### config.mk
export PLATFORM = sky130hd
export DESIGN_NAME = bfifo_fwft
export DESIGN_NICKNAME = d
export VERILOG_FILES = /design/src/rtl/bfifo_fwft.sv
export SDC_FILE = /design/constraint.sdc
export NUM_CORES = 1
export LEC_CHECK = 0
export ABC_AREA = 1
export CAP_MARGIN = 5
export CORE_MARGIN = 8
export CORE_UTILIZATION = 40
export DETAILED_ROUTE_END_ITERATION = 10
export GPL_TIMING_DRIVEN = 0
export PLACE_DENSITY_LB_ADDON = 0.25
export SLEW_MARGIN = 20
export SYNTH_ARGS = -nofsm -noshare
export SYNTH_HDL_FRONTEND = slang
export SYNTH_SLANG_ARGS = --single-unit
### constraint.sdc
create_clock -name CLK -period 8.35 [get_ports CLK]
set_clock_uncertainty 0.1 [all_clocks]
set_input_delay 1.67 -clock CLK [delete_from_list [all_inputs] [get_ports CLK]]
set_output_delay 1.67 -clock CLK [all_outputs]
set_load 0.01 [all_outputs]
### src/rtl/bfifo_fwft.sv
// First-word-fall-through FIFO on a synchronous-read RAM, with a valid-qualified head register and optional sticky error flags (FIFO_ERRFLAG_EN).
// Latency: a word enqueued into an empty FIFO is on dot one cycle after its write edge; enq+deq streams at one word per cycle.
// Backpressure: enq is ignored while full, even if deq is accepted that cycle; deq is ignored while !dot_vld.
module bfifo_fwft #(
    parameter int FIFO_SIZE  = 4,
    parameter int FIFO_WIDTH = 32,
    parameter int AFULL_TH   = (1 << FIFO_SIZE) - 2,
    parameter int AEMP_TH    = 2
) (
    input  logic                  CLK,
    input  logic                  RST,
    input  logic                  enq,
    input  logic [FIFO_WIDTH-1:0] din,
    input  logic                  deq,
    output logic [FIFO_WIDTH-1:0] dot,
    output logic                  dot_vld,
    output logic                  emp,
    output logic                  full,
    output logic                  afull,
    output logic                  aemp,
    output logic [FIFO_SIZE:0]    cnt,
    output logic                  ovf,
    output logic                  udf
);

    localparam int                 DEPTH   = 1 << FIFO_SIZE;
    localparam logic [FIFO_SIZE:0] CNT_MAX = (FIFO_SIZE+1)'(DEPTH);
    localparam logic [FIFO_SIZE:0] AFULL_V = (FIFO_SIZE+1)'(AFULL_TH);
    localparam logic [FIFO_SIZE:0] AEMP_V  = (FIFO_SIZE+1)'(AEMP_TH);
    localparam logic [FIFO_SIZE:0] CNT_ONE = (FIFO_SIZE+1)'(1);
    localparam logic [FIFO_SIZE-1:0] PTR_ONE = FIFO_SIZE'(1);

    logic [FIFO_WIDTH-1:0] mem [DEPTH];
    logic [FIFO_SIZE-1:0]  head;
    logic [FIFO_SIZE-1:0]  tail;
    logic [FIFO_SIZE:0]    ram_cnt;
    logic                  enq_acc;
    logic                  deq_acc;
    logic                  prefetch;

    // Accept qualifiers; prefetch refills the head register whenever it is empty or being consumed.
    // ram_cnt is the pre-edge count, so a word written this cycle is never read in the same cycle.
    always_comb begin
        enq_acc  = enq && !full;
        deq_acc  = deq && dot_vld;
        prefetch = (ram_cnt != '0) && (!dot_vld || deq_acc);
    end

    // RAM write port; contents are deliberately left unreset so the array maps onto block RAM.
    always_ff @(posedge CLK) begin
        if (enq_acc) begin
            mem[tail] <= din;
        end
    end

    // Pointers, occupancy counters and the registered head word (the RAM read port).
    always_ff @(posedge CLK) begin
        if (RST) begin
            head    <= '0;
            tail    <= '0;
            ram_cnt <= '0;
            cnt     <= '0;
            dot_vld <= 1'b0;
            dot     <= '0;
        end else begin
            if (enq_acc) begin
                tail <= tail + PTR_ONE;
            end
            if (prefetch) begin
                dot     <= mem[head];
                head    <= head + PTR_ONE;
                dot_vld <= 1'b1;
            end else if (deq_acc) begin
                dot_vld <= 1'b0;
            end
            case ({enq_acc, prefetch})
                2'b10:   ram_cnt <= ram_cnt + CNT_ONE;
                2'b01:   ram_cnt <= ram_cnt - CNT_ONE;
                default: ram_cnt <= ram_cnt;
            endcase
            case ({enq_acc, deq_acc})
                2'b10:   cnt <= cnt + CNT_ONE;
                2'b01:   cnt <= cnt - CNT_ONE;
                default: cnt <= cnt;
            endcase
        end
    end

    // Status flags decoded from the registered total count.
    always_comb begin
        emp   = (cnt == '0);
        full  = (cnt == CNT_MAX);
        afull = (cnt >= AFULL_V);
        aemp  = (cnt <= AEMP_V);
    end

`ifdef FIFO_ERRFLAG_EN
    // Sticky protocol-error flags: set on a refused request, cleared only by reset.
    always_ff @(posedge CLK) begin
        if (RST) begin
            ovf <= 1'b0;
            udf <= 1'b0;
        end else begin
            if (enq && full) begin
                ovf <= 1'b1;
            end
            if (deq && !dot_vld) begin
                udf <= 1'b1;
            end
        end
    end
`else
    assign ovf = 1'b0;
    assign udf = 1'b0;
`endif

endmodule
==> metrics.txt, run 1 <==
type of origin of the critical path=primary input; Critical Path Start=deq; Synth top area share=64.4%; CP dominant cell by count=nand2_1; post-DR wirelength/cell=21.4 um; Starting Density=between 40 and 50%; post-cts sizing count=0; antenna violations before repair=0; ys async rst share=0%; Worst-Margin Slew=~1.1 ns; Max Slew Vio Count=0; Routed Antenna Nets=0; post-synth cell types=24; max-cap check violation count=0; top cells by count, synth=nand2_1, edfxtp_1, nand3_1; CTS tree=done; critical-path cell list=clkdlybuf4s50_1, inv_1, nand2_1, nand2_1, inv_2, buf_2, ha_1, inv_1, fa_1, inv_1, nand2_1, nand2_1, nand2_1, a21o_1, nand2_1, nand2_1, a21oi_1; worst endpoint required time=8.79 ns; Final Hold Violating Endpoints=0; die width=260 um; CP Max Fanout=10; endpoint class of the critical path=flop; sequential element share of the synthesized area=between 60 and 70%; Syn Inst Count=about 2.3k; area leader, netlist=edfxtp_1; HP Start=ram_cnt[4]$_SDFFE_PP0P_; # diodes=0; final net count=2531; Synth Cell Area=23900 um2; clk_lat worst skew=0.61 ns; Slew headroom=25.3%; CP arrival=4.50 ns; Crit Path Category=primary input to flop; main area contributors after synthesis=edfxtp_1, nand2_1, nand3_1; Max Fclk=roughly 250 MHz; Port Buf Inserts=76; gr ovfl total=0; WHS=approximately 0.4 ns; first-pass GRT wire length=103000 um; power per cell area=roughly 290 nW/um2; gpl congestion=0.809; Vias=16.8k; H-tree depth=2; Post-CTS Setup Repair Bufs=0; core box area=59000 um2; setup_tns=0 ns; CTS Sinks=about 560; RSZ-0062 raised after global routing=no; Final Non-Filler Cells=3301; Final period util=approximately half; Final Cell Area=between 20000 and 30000 um2; drt drc=0; I/O Pins=80; count of final setup violators=0; Total Wirelength=70600 um; root buffer cell=clkbuf_16; placed inst area=26200 um2; most frequent cell after synthesis=nand2_1; Area Growth Syn to Fin=17.4%; Die Ht=approximately 260 um; area of the multi-input gates=5790 um2; Total Routing Usage GR=20.6%; CTS Hold Buffers Added=0; Worst-path clk slew=0.06 ns; status=complete, no violations; Mapped Avg Cell Area=10.3 um2; ys flop type=edfxtp_1; DR iter-0 viols=about 1.8k; Worst Hold Class=flop to flop; slowest CP cell=clkdlybuf4s50_1; Final WS setup=4.29 ns; CP peak stage delay=roughly 0.48 ns; layout cell share with drive strength beyond 1=7.95%; number of synthesized register bits=563; Vias per Instance=between 5 and 6; number of global-route vias before repair=16.3k; drt first pass iters=5; die area=67700 um2; largest net degree at the start of global routing=22; flip-flop and latch area=16400 um2; number of synthesized flops with an enable pin=512; row cnt=89; min Tclk post-route=4.06 ns; Bufs on Longest Clock Path=3; Max VDD drop=0.000170 V; TritonCTS Buffers=57; RR Startpoint=ram_cnt[1]$_SDFFE_PP0P_; pre-CTS setup slack=~3.7 ns; HPWL Detailed=46400 um; dpl cells=3196; P_leak=11.6 nW; Filler cells=between 5k and 6k; YS warnings=0
-- cells in the final DEF (no fill, tap or decap), drive strengths merged, types with 3 or more instances in the layout --
cell type	instances
clkbuf	104
a21oi	17
clkinv	21
dfxtp	51
o21ai	38
nand3	364
inv	329
o211ai	7
edfxtp	512
ha	12
bufinv	3
nand2	721
clkdlybuf4s50	76
xor2	7
buf	116
nor2	139
-- metal layers --
metal  vias up  global-route usage (%)  wire length [um]
li1       7899                       -                 -
met1      8048                    27.4             28900
met2       694                    33.9             33300
met3       134                    3.32              6170
met4         0                    7.46              2290
met5         -                       0                 0
-- metrics by stage --
stage               utilization, %  power, mW
finish                        47.4       8.22
floorplan                        -       4.76
global route                  47.4       8.59
CTS                           47.4       8.24
detailed placement            44.4       5.80
global placement              43.4       5.75
-- registers in the layout, summed over array words and instances, names as in the netlist --
signal   flops
dot_vld      1
head         4
tail         4
ram_cnt      5
mem        512
dot         32
cnt          5
-- worst max-delay path: cells and delay by family --
kind / cells / cell delay (ns)
adder cells (fa/ha/maj): 2 / 0.77
AND/OR/NAND/NOR: 7 / 0.58
buffers and inverters: 6 / 1.20
AO/OA/AOI/OAI: 2 / 0.27
-- cells by family (layout without fill, tap and decap cells) --
group	Yosys count	count (layout)	share of synthesized area (%)
AND/OR/NAND/NOR	1226	1226	21.2
flip-flops	563	563	68.7
buffers and inverters	447	650	7.52
AO/OA/AOI/OAI	66	66	1.51
adder cells (fa/ha/maj)	13	13	0.713
XOR/XNOR	8	8	0.294
other	1	2	0.0157
-- final timing paths --
path / to / slack (ns) / cells past startpoint
setup / recovery: ram_cnt[4]$_SDFFE_PP0P_ / 4.29 / 17
hold / removal: ram_cnt[4]$_SDFFE_PP0P_ / 0.40 / 2
setup reg to reg: ram_cnt[4]$_SDFFE_PP0P_ / 5.37 / 16
hold reg to reg: ram_cnt[4]$_SDFFE_PP0P_ / 0.40 / 2
-- power by group --
group	total [mW]	internal (mW)	switching [mW]	leakage [nW]
Sequential	3.27	3.20	0.0635	5.05
Combinational	2.50	0.753	1.75	5.67
Clock	2.46	1.40	1.06	0.866
Total	8.22	5.35	2.87	11.6
-- area by class of cell --
cell class                 instances  area share (%)
multi-input combinational       1315            20.7
timing repair buffer              98            4.58
clock inverter                    26           0.706
clock buffer                      79            5.61
sequential                       563            58.6
tap                              773            3.45
buffer                           119            2.01
inverter                         328            4.40
Note: power is estimated with default switching activity, not from simulation.
==> run 2: changes to the inputs <==
clock period = 3.9 ns   (was 8.35 ns; I/O delays follow)
==> results of run 2 <==
The final DEF is identical to that of run 1. Status: complete, no violations.
Main changes from that run: setup slack after placement 3.72 ns -> 0.155 ns; setup slack after layout 4.29 ns -> 0.732 ns; register-to-register setup slack 5.37 ns -> 0.92 ns; total power 8.22 mW -> 17.6 mW; worst IR drop on VDD 0.000170 V -> 0.000363 V
